## src/rtl/uart_rx.sv

```systemverilog
// uart_rx: 8N1 UART receiver with a small show-ahead receive FIFO.
// The serial line is synchronised, each frame is sampled mid-bit, and good
// bytes are queued for the CPU load path together with sticky error flags.
module uart_rx #(
    parameter int unsigned CLKS_PER_BIT = 868,
    parameter int unsigned FIFO_DEPTH   = 4
) (
    input  logic       sys_clk_i,
    input  logic       sys_rstn_i,
    input  logic       uart_tx_in,
    input  logic       uart_rd_i,
    input  logic       uart_clr_i,
    output logic [7:0] uart_data_o,
    output logic       uart_valid_o,
    output logic       uart_frame_err_o,
    output logic       uart_overrun_o
);

    localparam int unsigned CNT_W  = $clog2(CLKS_PER_BIT);
    localparam int unsigned PTR_W  = $clog2(FIFO_DEPTH);
    localparam int unsigned LVL_W  = PTR_W + 1;

    localparam logic [CNT_W-1:0] BIT_LAST  = CNT_W'(CLKS_PER_BIT - 1);
    localparam logic [CNT_W-1:0] HALF_LAST = CNT_W'(CLKS_PER_BIT / 2 - 1);
    localparam logic [LVL_W-1:0] FULL_LVL  = LVL_W'(FIFO_DEPTH);

    typedef enum logic [1:0] {
        IDLE,
        START,
        DATA,
        STOP
    } state_t;

    // Synchroniser and receiver state
    logic             sync1;
    logic             rxs;
    state_t           state;
    state_t           state_next;
    logic [CNT_W-1:0] cnt;
    logic [CNT_W-1:0] cnt_next;
    logic [2:0]       bit_idx;
    logic [2:0]       bit_next;
    logic [7:0]       shift;
    logic [7:0]       shift_next;
    logic             push;
    logic             frame_set;

    // FIFO state
    logic [7:0]       mem [FIFO_DEPTH];
    logic [PTR_W-1:0] wr_ptr;
    logic [PTR_W-1:0] rd_ptr;
    logic [LVL_W-1:0] level;
    logic             full;
    logic             pop;
    logic             do_write;
    logic             overrun_set;

    // Two-flop synchroniser; idles high so reset does not look like a start edge
    always_ff @(posedge sys_clk_i or negedge sys_rstn_i) begin
        if (!sys_rstn_i) begin
            sync1 <= 1'b1;
            rxs   <= 1'b1;
        end else begin
            sync1 <= uart_tx_in;
            rxs   <= sync1;
        end
    end

    // Receiver state register: FSM state, bit-period counter, bit index, shifter
    always_ff @(posedge sys_clk_i or negedge sys_rstn_i) begin
        if (!sys_rstn_i) begin
            state   <= IDLE;
            cnt     <= '0;
            bit_idx <= '0;
            shift   <= '0;
        end else begin
            state   <= state_next;
            cnt     <= cnt_next;
            bit_idx <= bit_next;
            shift   <= shift_next;
        end
    end

    // Next-state logic: half-bit wait in START, then one full bit period per sample
    always_comb begin
        state_next = state;
        cnt_next   = cnt + CNT_W'(1);
        bit_next   = bit_idx;
        shift_next = shift;
        push       = 1'b0;
        frame_set  = 1'b0;
        case (state)
            IDLE: begin
                cnt_next = '0;
                if (!rxs) begin
                    state_next = START;
                end
            end
            START: begin
                if (cnt == HALF_LAST) begin
                    cnt_next   = '0;
                    bit_next   = '0;
                    state_next = rxs ? IDLE : DATA;
                end
            end
            DATA: begin
                if (cnt == BIT_LAST) begin
                    cnt_next   = '0;
                    shift_next = {rxs, shift[7:1]};
                    bit_next   = bit_idx + 3'd1;
                    if (bit_idx == 3'd7) begin
                        state_next = STOP;
                    end
                end
            end
            STOP: begin
                // Leave mid-stop-bit so a back-to-back start edge is not missed
                if (cnt == BIT_LAST) begin
                    cnt_next   = '0;
                    state_next = IDLE;
                    if (rxs) begin
                        push = 1'b1;
                    end else begin
                        frame_set = 1'b1;
                    end
                end
            end
            default: state_next = IDLE;
        endcase
    end

    assign full        = (level == FULL_LVL);
    assign uart_valid_o = (level != '0);
    assign pop         = uart_rd_i && uart_valid_o;
    // When full, a simultaneous pop frees the head slot, which is also the write slot
    assign do_write    = push && (!full || pop);
    assign overrun_set = push && full && !pop;
    assign uart_data_o = uart_valid_o ? mem[rd_ptr] : '0;

    // FIFO storage; contents are masked at the output while empty, so no reset
    always_ff @(posedge sys_clk_i) begin
        if (do_write) begin
            mem[wr_ptr] <= shift;
        end
    end

    // FIFO pointers and fill level
    always_ff @(posedge sys_clk_i or negedge sys_rstn_i) begin
        if (!sys_rstn_i) begin
            wr_ptr <= '0;
            rd_ptr <= '0;
            level  <= '0;
        end else begin
            if (do_write) begin
                wr_ptr <= wr_ptr + PTR_W'(1);
            end
            if (pop) begin
                rd_ptr <= rd_ptr + PTR_W'(1);
            end
            case ({do_write, pop})
                2'b10:   level <= level + LVL_W'(1);
                2'b01:   level <= level - LVL_W'(1);
                default: level <= level;
            endcase
        end
    end

    // Sticky error flags; a new set event takes priority over clear
    always_ff @(posedge sys_clk_i or negedge sys_rstn_i) begin
        if (!sys_rstn_i) begin
            uart_frame_err_o <= 1'b0;
            uart_overrun_o   <= 1'b0;
        end else begin
            uart_frame_err_o <= frame_set   | (uart_frame_err_o & ~uart_clr_i);
            uart_overrun_o   <= overrun_set | (uart_overrun_o   & ~uart_clr_i);
        end
    end

endmodule

```

## config.mk

```make
export PLATFORM = sky130hd
export DESIGN_NAME = uart_rx
export DESIGN_NICKNAME = d
export VERILOG_FILES = /design/src/rtl/uart_rx.sv
export SDC_FILE = /design/constraint.sdc
export NUM_CORES = 1
export LEC_CHECK = 0
export CELL_PAD_IN_SITES_DETAIL_PLACEMENT = 1
export CELL_PAD_IN_SITES_GLOBAL_PLACEMENT = 2
export CORE_MARGIN = 1
export CORE_UTILIZATION = 42
export DETAILED_ROUTE_END_ITERATION = 8
export PLACE_DENSITY = 0.88
export SETUP_SLACK_MARGIN = 0.15
export SLEW_MARGIN = 5
export SYNTH_ARGS = -nofsm -noshare
export SYNTH_HDL_FRONTEND = slang
export SYNTH_SLANG_ARGS = --single-unit
```

## constraint.sdc

```tcl
create_clock -name sys_clk_i -period 3 [get_ports sys_clk_i]
set_clock_uncertainty 0.1 [all_clocks]
set_input_delay 0.9 -clock sys_clk_i [delete_from_list [all_inputs] [get_ports sys_clk_i]]
set_output_delay 0.9 -clock sys_clk_i [all_outputs]
set_load 0.01 [all_outputs]
```

# Yosys cells after proc, flatten, opt, wreduce, memory -nomap -nowiden
# Memory sizes are Yosys's and may differ from the RTL's.
# Cells that the tools add are included.
# totals
memories,1
register_bits,34
output_inout_bits,11
ramBits,32
# classes
n_mux,23
n_eq_ne,14
reduce_logical,15
addsub,6
bitwise_logic,5
# mem_list
name,words,word_bits,rd,rd_clocked_by_memory_dff,wr,line,rtl
mem,4,8,1,0,1,49,logic [7:0] mem [FIFO_DEPTH];
# ops
cell,n
one-hot mux 10 bit (3 select lines),1
two-way mux 10 bit,2
two-way mux 2 bit,6
one-hot mux 3 bit (2 select lines),2
adder 10 x 1 -> 10 bit (second input constant),1
== test 10 bit (second input constant),1
== test 10 x 9 -> 1 bit (second input constant),1
inequality test 2 bit (second input constant),5
two-way mux 1 bit,8
two-way mux 8 bit,1
one-hot mux 2 bit (4 select lines),1
adder 3 x 1 -> 3 bit (second input constant),2
== test 2 bit (second input constant),3
== test 3 bit (second input constant),2
two-way mux 3 bit,2
AND reduction 5 bit,1
adder 2 x 1 -> 2 bit (second input constant),2
== test 2 x 1 -> 1 bit (second input constant),2
logical AND 1 bit,4
nonzero test 2 bit,2
AND reduction 3 bit,1
nonzero test 3 bit,1
subtractor 3 x 1 -> 3 bit (second input constant),1
AND 1 bit,2
7 further kinds,9

# Depth between registers and ports, before layout
# Gate-level depths: netlist (run 1).
# depth
depth_word,6
mapped_depth,9
mapped_depth_nobuf,8

# Worst setup path before layout (run 1)
# No wires, ideal clock.
# synth_path
kind,register to register
from,register cnt[0]
to,register level[1]
n_path_buf,1
required_time_ps,2813
stages_incl_launch_ff,10
synth_period_minus_slack_ps,2421
setup_ps,87
slack_ps,579
t_arrival_ps,2234
cell_sequence,dfrtp_1 > ha_1 > nand4bb_1 > or4_1 > buf_2 > nand2_1 > fa_1 > a21oi_1 > o211ai_1 > a22oi_1
# synth_between
elab_chain_len,6
word_cells_on_any_way,8
classes_between,eq/ne: 3; mux: 3; reduce/logical: 2
# synth_rtl
item,line,rtl
from (decl),39,logic [CNT_W-1:0] cnt;
from (signal assigned),78,cnt <= cnt_next;
== test 10 bit (*),118,if (cnt == BIT_LAST) begin
two-way mux 1 bit (*),118,
two-way mux 1 bit (*),92,case (state)
logical AND 1 bit (*),136,assign do_write = push && (!full || pop);
== test 2 x 1 -> 1 bit / == test 2 bit (equally long branches),160,"case ({do_write, pop})"
one-hot mux 3 bit (2 select lines) / nonzero test 2 bit (equally long branches),-,
to (signal assigned),161,2'b10: level <= level + LVL_W'(1);
to (signal assigned),162,2'b01: level <= level - LVL_W'(1);
to (signal assigned),163,default: level <= level;
to (decl),52,logic [LVL_W-1:0] level;
# Mark *: on every way between the ends. The rest lies on a longest branch, timed or not.
# A chain may end at the register's enable or synchronous reset.

# Worst setup path in the final report (run 1)
# layout_path
from,register rd_ptr[0]
to,output uart_data_o[1]
# layout_between
elab_chain_len,2
# layout_rtl
item,line,rtl
from (decl),51,logic [PTR_W-1:0] rd_ptr;
from (signal assigned),158,rd_ptr <= rd_ptr + PTR_W'(1);
memory read (4 x 8 bit),-,
two-way mux 8 bit,138,assign uart_data_o = uart_valid_o ? mem[rd_ptr] : '0;
to (decl),13,"output logic [7:0] uart_data_o,"
# Every way passes these cells.

==> results.txt, run 1 <==
The warning count from the yosys run is 0. The total global-route track usage came out at 15.7%. The area of the die is 0.00725 mm2. The distinct cell type count of the synthesized netlist came out at 39.

Once layout is complete, the utilization of the core stands at 51.6%. The number of buffers inserted to repair setup after CTS came out at 0. The antenna cell count came out at 0. The number of nets with antenna violations after detailed routing is 0. The number of antenna violations at the first check in global routing was 0. The worst min-delay path class is reg -> reg. For this configuration, the core starts out at a cell density of 44.7%.

For this run, the detailed router's first-pass iteration total came to 4. The multiplexer share of the synthesized area is 10.4%. The synthesized net count came out at 223. The number of endpoints failing setup at the final stage is 0. The proportion of register bits with asynchronous set or reset after synthesis came out at 51.5%. The filler cell count in the final layout came out at 660. The remaining global-route overflow is 0. The total length of routed wires is 5010 um. The worst hold margin is 258 ps. By area, the combinational part of the netlist is dominated by simple AND/OR/NAND/NOR gates. STA classifies the critical path startpoint as a register.

Routability-driven placement finished with a final weighted congestion of 0.844. The floorplan die width came out at 85.2 um. The simple-gate portion of the synthesized area is 12.3%. The count of input and output buffers is 15.

Buffers inserted to repair hold after CTS numbered 0. The global-route wire length before repair came out at 8600 um. Among all flip-flop cells after synthesis, the most frequent one is edfxtp_1. After global routing, the most crowded layer is met2.

The final standard cell count with taps included and fillers excluded is 317. The final number of max-transition violations came out at 0. The worst-case setup slack after placement came out at 137 ps. The complex-gate fraction of the synthesized area came out at 3.83%.

Setup slack on the critical path of the routed design comes to 232 ps. The xor and xnor area share after synthesis came out at 4.22%. The routed length per instance came out at 15.8 um. Measured against its own limit, the worst slew margin works out to 49.9%.

The maximum single-stage delay on the critical path is 500 ps. Summed over all failing endpoints, the final setup total negative slack is 0 ps. The area inside the core boundary is 0.00649 mm2. The maximum clock frequency came out at 361 MHz.

After layout, the minimum clock period comes to 2770 ps. The number of hold violations in the final report is 0. The worst ir drop on vdd came out at 0.000227 V.

During I/O placement, the number of pins put on the boundary was 16. The depth of the worst hold-timing path came out at 0. The HPWL after detailed placement is 3620 um. The fraction of the yosys area taken by sequential cells is 62.4%. For met2 alone, demand over resource in global routing was 26.7%. TritonCTS built the clock tree. Buffers inserted during clock tree synthesis total 9.

The DRC violation count after routing came out at 0. The routing usage on met1 came out at 19.9%. The pin count of the biggest net entering global routing came out at 35. The starting DRC count in detailed routing came out at 72. The number of instances in the synthesized netlist is 209. The critical path is of the reg -> out type. The number of standard-cell rows in the floorplan came out at 29. The height of the die is 85.2 um. The library cells used most frequently in the layout, excluding fill and tap cells, are 32 x dfrtp_1, 32 x edfxtp_1, 19 x nor2_1, 12 x inv_1, 12 x xnor2_1. Counting along the longest clock path gives a buffer depth of 2. For the worst setup path, the data arrival time is 1770 ps. Setup repair after global routing left no endpoint under its margin. The slowest stage of the critical path is the mux4_2 cell. In this run the static leakage power is 1.45 nW. After layout, the worst path uses 92.3% of the clock period. In this run the worst path has a maximum fanout of 10. The overall via count from detail_route is 1681. The clock transition at the registers of the reported paths is 70 ps. The average vias per placed instance came out at 5.30. The met3 layer usage reported by global route is 4.38%. The synthesized design contains 66 register bits.

The flow ran to the end, and the final reports show no timing, DRC or antenna violations. The transition time at the pin with the least slew margin came out at 745 ps. The tool flagged a number of max-cap violations equal to 0. The type of element capturing the critical path is an output port. The clock net sink count is 66. The fraction of final layout cells with drive strength greater than 1 came out at 20.4%. The number of cells traversed by the worst register-to-register path came out at 5. The data required time of the critical path came out at 2000 ps.

Walking the worst path, the cells encountered are buf_12 > mux4_2 > nor2b_1 > dlygate4sd2_1. The number of global-route vias before repair came to 1769. After the last flow step, the layout net total stands at 249. The tree is rooted in a clkbuf_8.

The number of placed instances, taps included is 301. Of the total synthesized cell area, the portion taken by full adders, half adders and majority gates is 4.13%. The area added between synthesis and finish is 15.5%. At the later pin of the worst-skew pair, clock insertion delay measures 330 ps. The number of flops mapped to enable cells by yosys came out at 32. The power density normalized to cell area came out at 594 mW/mm2. The post-synthesis instance area is 0.00291 mm2.

The depth of the CTS H-tree is 3. The minimum setup slack among reg-to-reg paths is 440 ps. The mean instance size in the synthesized netlist is 13.9 um2.
-- critical path: cells and delay by family (launching register included) --
family / cells / cell delay, ps
mux: 1 / 500
buf+inv: 2 / 430
flops: 1 / 370
simple gates: 1 / 140
-- kinds of logic (layout without fill, tap and decap cells) --
kind of cell / after synthesis / count (layout)
AOI/OAI and AO/OA: 18 / 18
and+or+nand+nor: 67 / 67
DFF: 66 / 66
buffers and inverters: 18 / 49
adders and majority gates: 9 / 9
xor gates and xnor gates: 14 / 14
muxes: 17 / 17
-- cell type report --
cell class / count / area [um2] / share of cell area, %
flip-flops and latches: 66 / 1810 / 54.1
multi-input cells: 125 / 1020 / 30.5
repair buffers: 21 / 198 / 5.89
clock buffers: 9 / 124 / 3.69
well taps: 77 / 96.3 / 2.87
clock inverters: 7 / 55.1 / 1.64
inverters: 12 / 45.0 / 1.34
-- report_power, final --
group          internal, mW  switching [mW]
logic                 0.163           0.140
registers             0.980          0.0606
clock network         0.305           0.344
-- metal layers --
layer	up-vias	routed length (um)
met4	0	37
li1	807	-
met3	4	131
met1	846	2310
met5	-	0
met2	24	2530
-- registers in the layout, indices dropped and copies added, names as in the netlist, 2 cells and up, named ones only --
signal,flops
bit_idx,3
level,3
cnt,10
wr_ptr,2
mem,32
shift,8
rd_ptr,2
-- path summary, 6_finish.rpt --
kind / from / end
min reg2reg: sync1 / rxs
min in group asynchronous: sys_rstn_i / cnt[4]
min: sync1 / rxs
max in group asynchronous: sys_rstn_i / rxs
max reg2reg: cnt[0] / mem[0][5]
max: rd_ptr[0] / uart_data_o[1]
-- repair_timing --
action,in CTS,in global routing
endpoints found under the hold margin,0,0
gates resized for setup,8,5
setup endpoints to repair,8,33
-- cells in the mapped netlist, types with 2 or more instances --
library cell	number	area, um2
dfrtp_1	32	801
inv_1	12	45.0
nor2b_1	9	56.3
xnor2_1	12	105
o21ai_0	4	20.0
mux4_2	8	180
buf_2	2	10.0
xor2_1	2	17.5
dfstp_2	2	52.6
o22ai_1	2	12.5
and2_1	4	25.0
nand3_1	7	35.0
a21oi_1	5	25.0
nor2_1	19	71.3
mux2_2	2	22.5
ha_1	8	100
o211ai_1	2	15.0
mux2_4	6	90.1
nor3_1	5	25.0
clkbuf_1	3	11.3
nand2_1	10	37.5
or3_4	2	22.5
nor4_1	4	25.0
edfxtp_1	32	961
-- stage by stage --
stage	power, mW	area (um2)
floorplan	1.24	2910
global placement	1.36	3180
detailed placement	1.37	3180
CTS	2.03	3350
global route	2.10	3350
finish	1.99	3350
No activity file was read; power rests on OpenSTA's default activity.
==> run 2: changes to the inputs <==
==> constraint.sdc (replaced) <==
create_clock -name sys_clk_i -period 3 [get_ports sys_clk_i]
set_clock_uncertainty 0.1 [all_clocks]
set_input_delay 0.45 -clock sys_clk_i [delete_from_list [all_inputs] [get_ports sys_clk_i]]
set_output_delay 0.45 -clock sys_clk_i [all_outputs]
set_load 0.01 [all_outputs]
==> results.txt, run 2 (synthesis gave the netlist of run 1 again) <==
Outcome: finished clean (unchanged). The final critical-path setup slack came to 279 ps (was 232 ps). The global placer's final weighted congestion is 0.792 (was 0.844). The worst min-delay path class is reg -> reg (unchanged). Unrepaired setup endpoints after global routing: no (unchanged). The capture point of the worst path was level[1] (was uart_data_o[1]).

Commonest cells after routing, fill and taps aside: 32 x edfxtp_1, 31 x dfrtp_1, 19 x nor2_1, 15 x clkdlybuf4s50_1 (was 32 x dfrtp_1, 32 x edfxtp_1, 19 x nor2_1, 12 x inv_1, 12 x xnor2_1). The pin count of the biggest net entering global routing is 35 (unchanged). The filler cell count in the final layout came out at 644 (was 660). The worst ir drop on vdd came to 0.000272 V (was 0.000227 V).

The final cycle utilization of the critical path came out at 90.7% (was 92.3%). The clock transition at the registers of the reported paths was 70 ps (about the same). The largest fanout on the critical path is 7 (was 10). The type of element capturing the critical path was a register (was output port). The transition time at the pin with the least slew margin is 691 ps (was 745 ps).

The kind of critical path was reg -> reg (was reg -> out). The detailed-router iteration count before antenna repair is 4 (unchanged). The worst-case setup slack after placement is 239 ps (was 137 ps). The layout net count is 248 (was 249). The number of standard-cell rows in the floorplan is 29 (unchanged). The tightest slew margin relative to the limit is 53.5% (was 49.9%).

The power density normalized to cell area came to 645 mW/mm2 (was 594 mW/mm2). The global-route wire length before repair came out at 9110 um (was 8600 um). The initial standard-cell utilization of the core is 44.7% (unchanged). The height of the die is 85.2 um (unchanged).

The cell-internal power came out at 1.67 mW (was 1.45 mW). The count of input and output buffers is 15 (unchanged). The routing usage on met1 came out at 21.6% (was 19.9%). The DRC violation count after routing came to 0 (unchanged). The depth of the CTS H-tree is 3 (unchanged). The met3 layer usage reported by global route is 3.21% (was 4.38%). The part of the power in registers is 48.9% (was 52.2%). The total length of routed wires came out at 5230 um (was 5010 um). The worst endpoint data arrival time is 2880 ps (was 1770 ps).

The number of top-level design ports was 16 (unchanged). The largest register by flop count is mem (unchanged). The remaining global-route overflow is 0 (unchanged). The number of nets with antenna violations after detailed routing is 0 (unchanged). The maximum buffer depth of the clock tree came out at 2 (unchanged). The number of global-route vias before repair is 1835 (was 1769). The aggregate negative setup slack came to 0 ps (unchanged). The number of hold violations in the final report is 0 (unchanged). The total global-route track usage is 16.9% (was 15.7%). The clock period minus final worst setup slack is 2720 ps (was 2770 ps). The number of buffers inserted to repair setup after CTS is 0 (unchanged). The routed length per instance came out at 16.5 um (was 15.8 um).

The start of the worst register-to-register path was cnt[0] (unchanged). The flip-flop count of the largest register after layout is 32 (unchanged). The most used routing layer in global routing is met2 (unchanged). The final number of max-transition violations is 0 (unchanged). The average vias per placed instance is 5.33 (was 5.30). The kind of launch point of the worst setup path was a register (unchanged). Leaving out fill and tap cells, the most frequent cell in the layout is edfxtp_1. The minimum setup slack among reg-to-reg paths came out at 280 ps (was 440 ps).

The maximum clock frequency is 368 MHz (was 361 MHz). The area inside the core boundary was 0.00649 mm2 (unchanged). The overall via count from detail_route came out at 1683 (was 1681). The floorplan die width is 85.2 um (unchanged). The number of endpoints failing setup at the final stage came out at 0 (unchanged).

Top Registers: mem: 32 flops, cnt: 10 flops, shift: 8 flops (unchanged). The total CTS buffers came out at 9 (unchanged). The launch point of the worst path is cnt[0] (was rd_ptr[0]). The share of power burned in the clock network came out at 39.9% (was 32.6%). The area of the die is 0.00725 mm2 (unchanged). The net switching power is 521 uW (was 545 uW). The switching share of total power is 23.8% (was 27.4%). The half-perimeter wire length after placement came out at 3750 um (was 3620 um).

The number of maximum-capacitance violations is 0 (unchanged). The combinational share of power is 11.3% (was 15.2%). The antenna cell count came out at 0 (unchanged). The clock net sink count came out at 66 (unchanged). The number of antenna violations at the first check in global routing was 0 (unchanged).

The clock tree from TritonCTS was built (unchanged). The starting DRC count in detailed routing came to 71 (was 72). The root buffer selected by CTS is clkbuf_8 (unchanged). The met2 layer usage reported by global route is 27.1% (was 26.7%). The number of buffers inserted for hold repair after clock tree synthesis came out at 0 (unchanged).

The insertion delay to the later sink of the worst-skew pair is 340 ps (was 330 ps). The number of cells traversed by the worst register-to-register path came to 8 (was 5). The terminus of the critical flop-to-flop path is level[1] (was mem[0][5]). The leakage power is 1.42 nW (was 1.45 nW). The data required time of the critical path came to 3160 ps (was 2000 ps). The area added between synthesis and finish came out at 16.9% (was 15.5%).

The fraction of final layout cells with drive strength greater than 1 was 19.2% (was 20.4%).
## run 2: cell count changes in the layout (fill, tap and decap cells not counted), sizes merged
cell	delta
clkdlybuf4s50	+8
dlygate4sd2	-8
bufinv	+3
clkinv	-3
clkbuf	+2
buf	-1
clkinvlp	-1
inv	-1
## run 2: layout make-up
type | count | area [um2] | area share (%)
repair buffers | 20 | 188 | 5.52
multi-input cells | 125 | 1020 | 30.0
inverters | 12 | 45.0 | 1.33
well taps | 77 | 96.3 | 2.84
clock buffers | 11 | 131 | 3.87
flip-flops and latches | 66 | 1820 | 53.4
clock inverters | 5 | 103 | 3.02
## run 2: power by group through the flow
stage / Sequential (mW) / Combinational (mW) / Clock, mW
final: 1.07 / 0.247 / 0.873
after global routing: 1.08 / 0.275 / 0.927
after CTS: 1.07 / 0.252 / 0.894
after detailed placement: 1.09 / 0.252 / 0
after global placement: 1.08 / 0.239 / 0
after floorplan: 1.02 / 0.219 / 0
## run 2: how the worst min path moves through the flow
stage                           from         to  slack [ps]  depth (start not counted)
final                          sync1        rxs         260                          0
after CTS                      sync1        rxs         260                          0
after floorplan           sys_rstn_i  async pin          50                          0
after global placement         sync1        rxs         250                          0
after detailed placement       sync1        rxs         250                          0
after global routing           sync1        rxs         270                          0
## run 2: timing repair
action / in CTS / in global routing
endpoints found under the setup margin: 0 / 40
gates resized for setup: 0 / 5
hold endpoints to repair: 0 / 0
## run 2: worst max-delay path, stage by stage, from the launching register on
cell	delay, ps
dfrtp_1	430
ha_1	240
nand4bb_1	220
or4_1	660
nand2_1	130
fa_1	430
a21oi_1	140
o211ai_1	100
a22oi_1	190
## run 2: through the flow
| step | hold slack (ps) | util, % | instances | total power, mW | instance area, um2 |
|---|---|---|---|---|---|
| floorplan | 54.4 | - | 209 | 1.24 | 2910 |
| global placement | 247 | 48.6 | 300 | 1.32 | 3160 |
| detailed placement | 252 | 48.6 | 300 | 1.34 | 3160 |
| CTS | 262 | 52.2 | 316 | 2.22 | 3390 |
| global route | 267 | 52.3 | 316 | 2.28 | 3400 |
| finish | 259 | 52.3 | 316 | 2.19 | 3400 |
## run 2: metal layers
metal	vias up	part of all wire, %
met5	-	0
li1	802	-
met3	10	2.4
met1	847	45
met4	0	2.1
met2	24	50
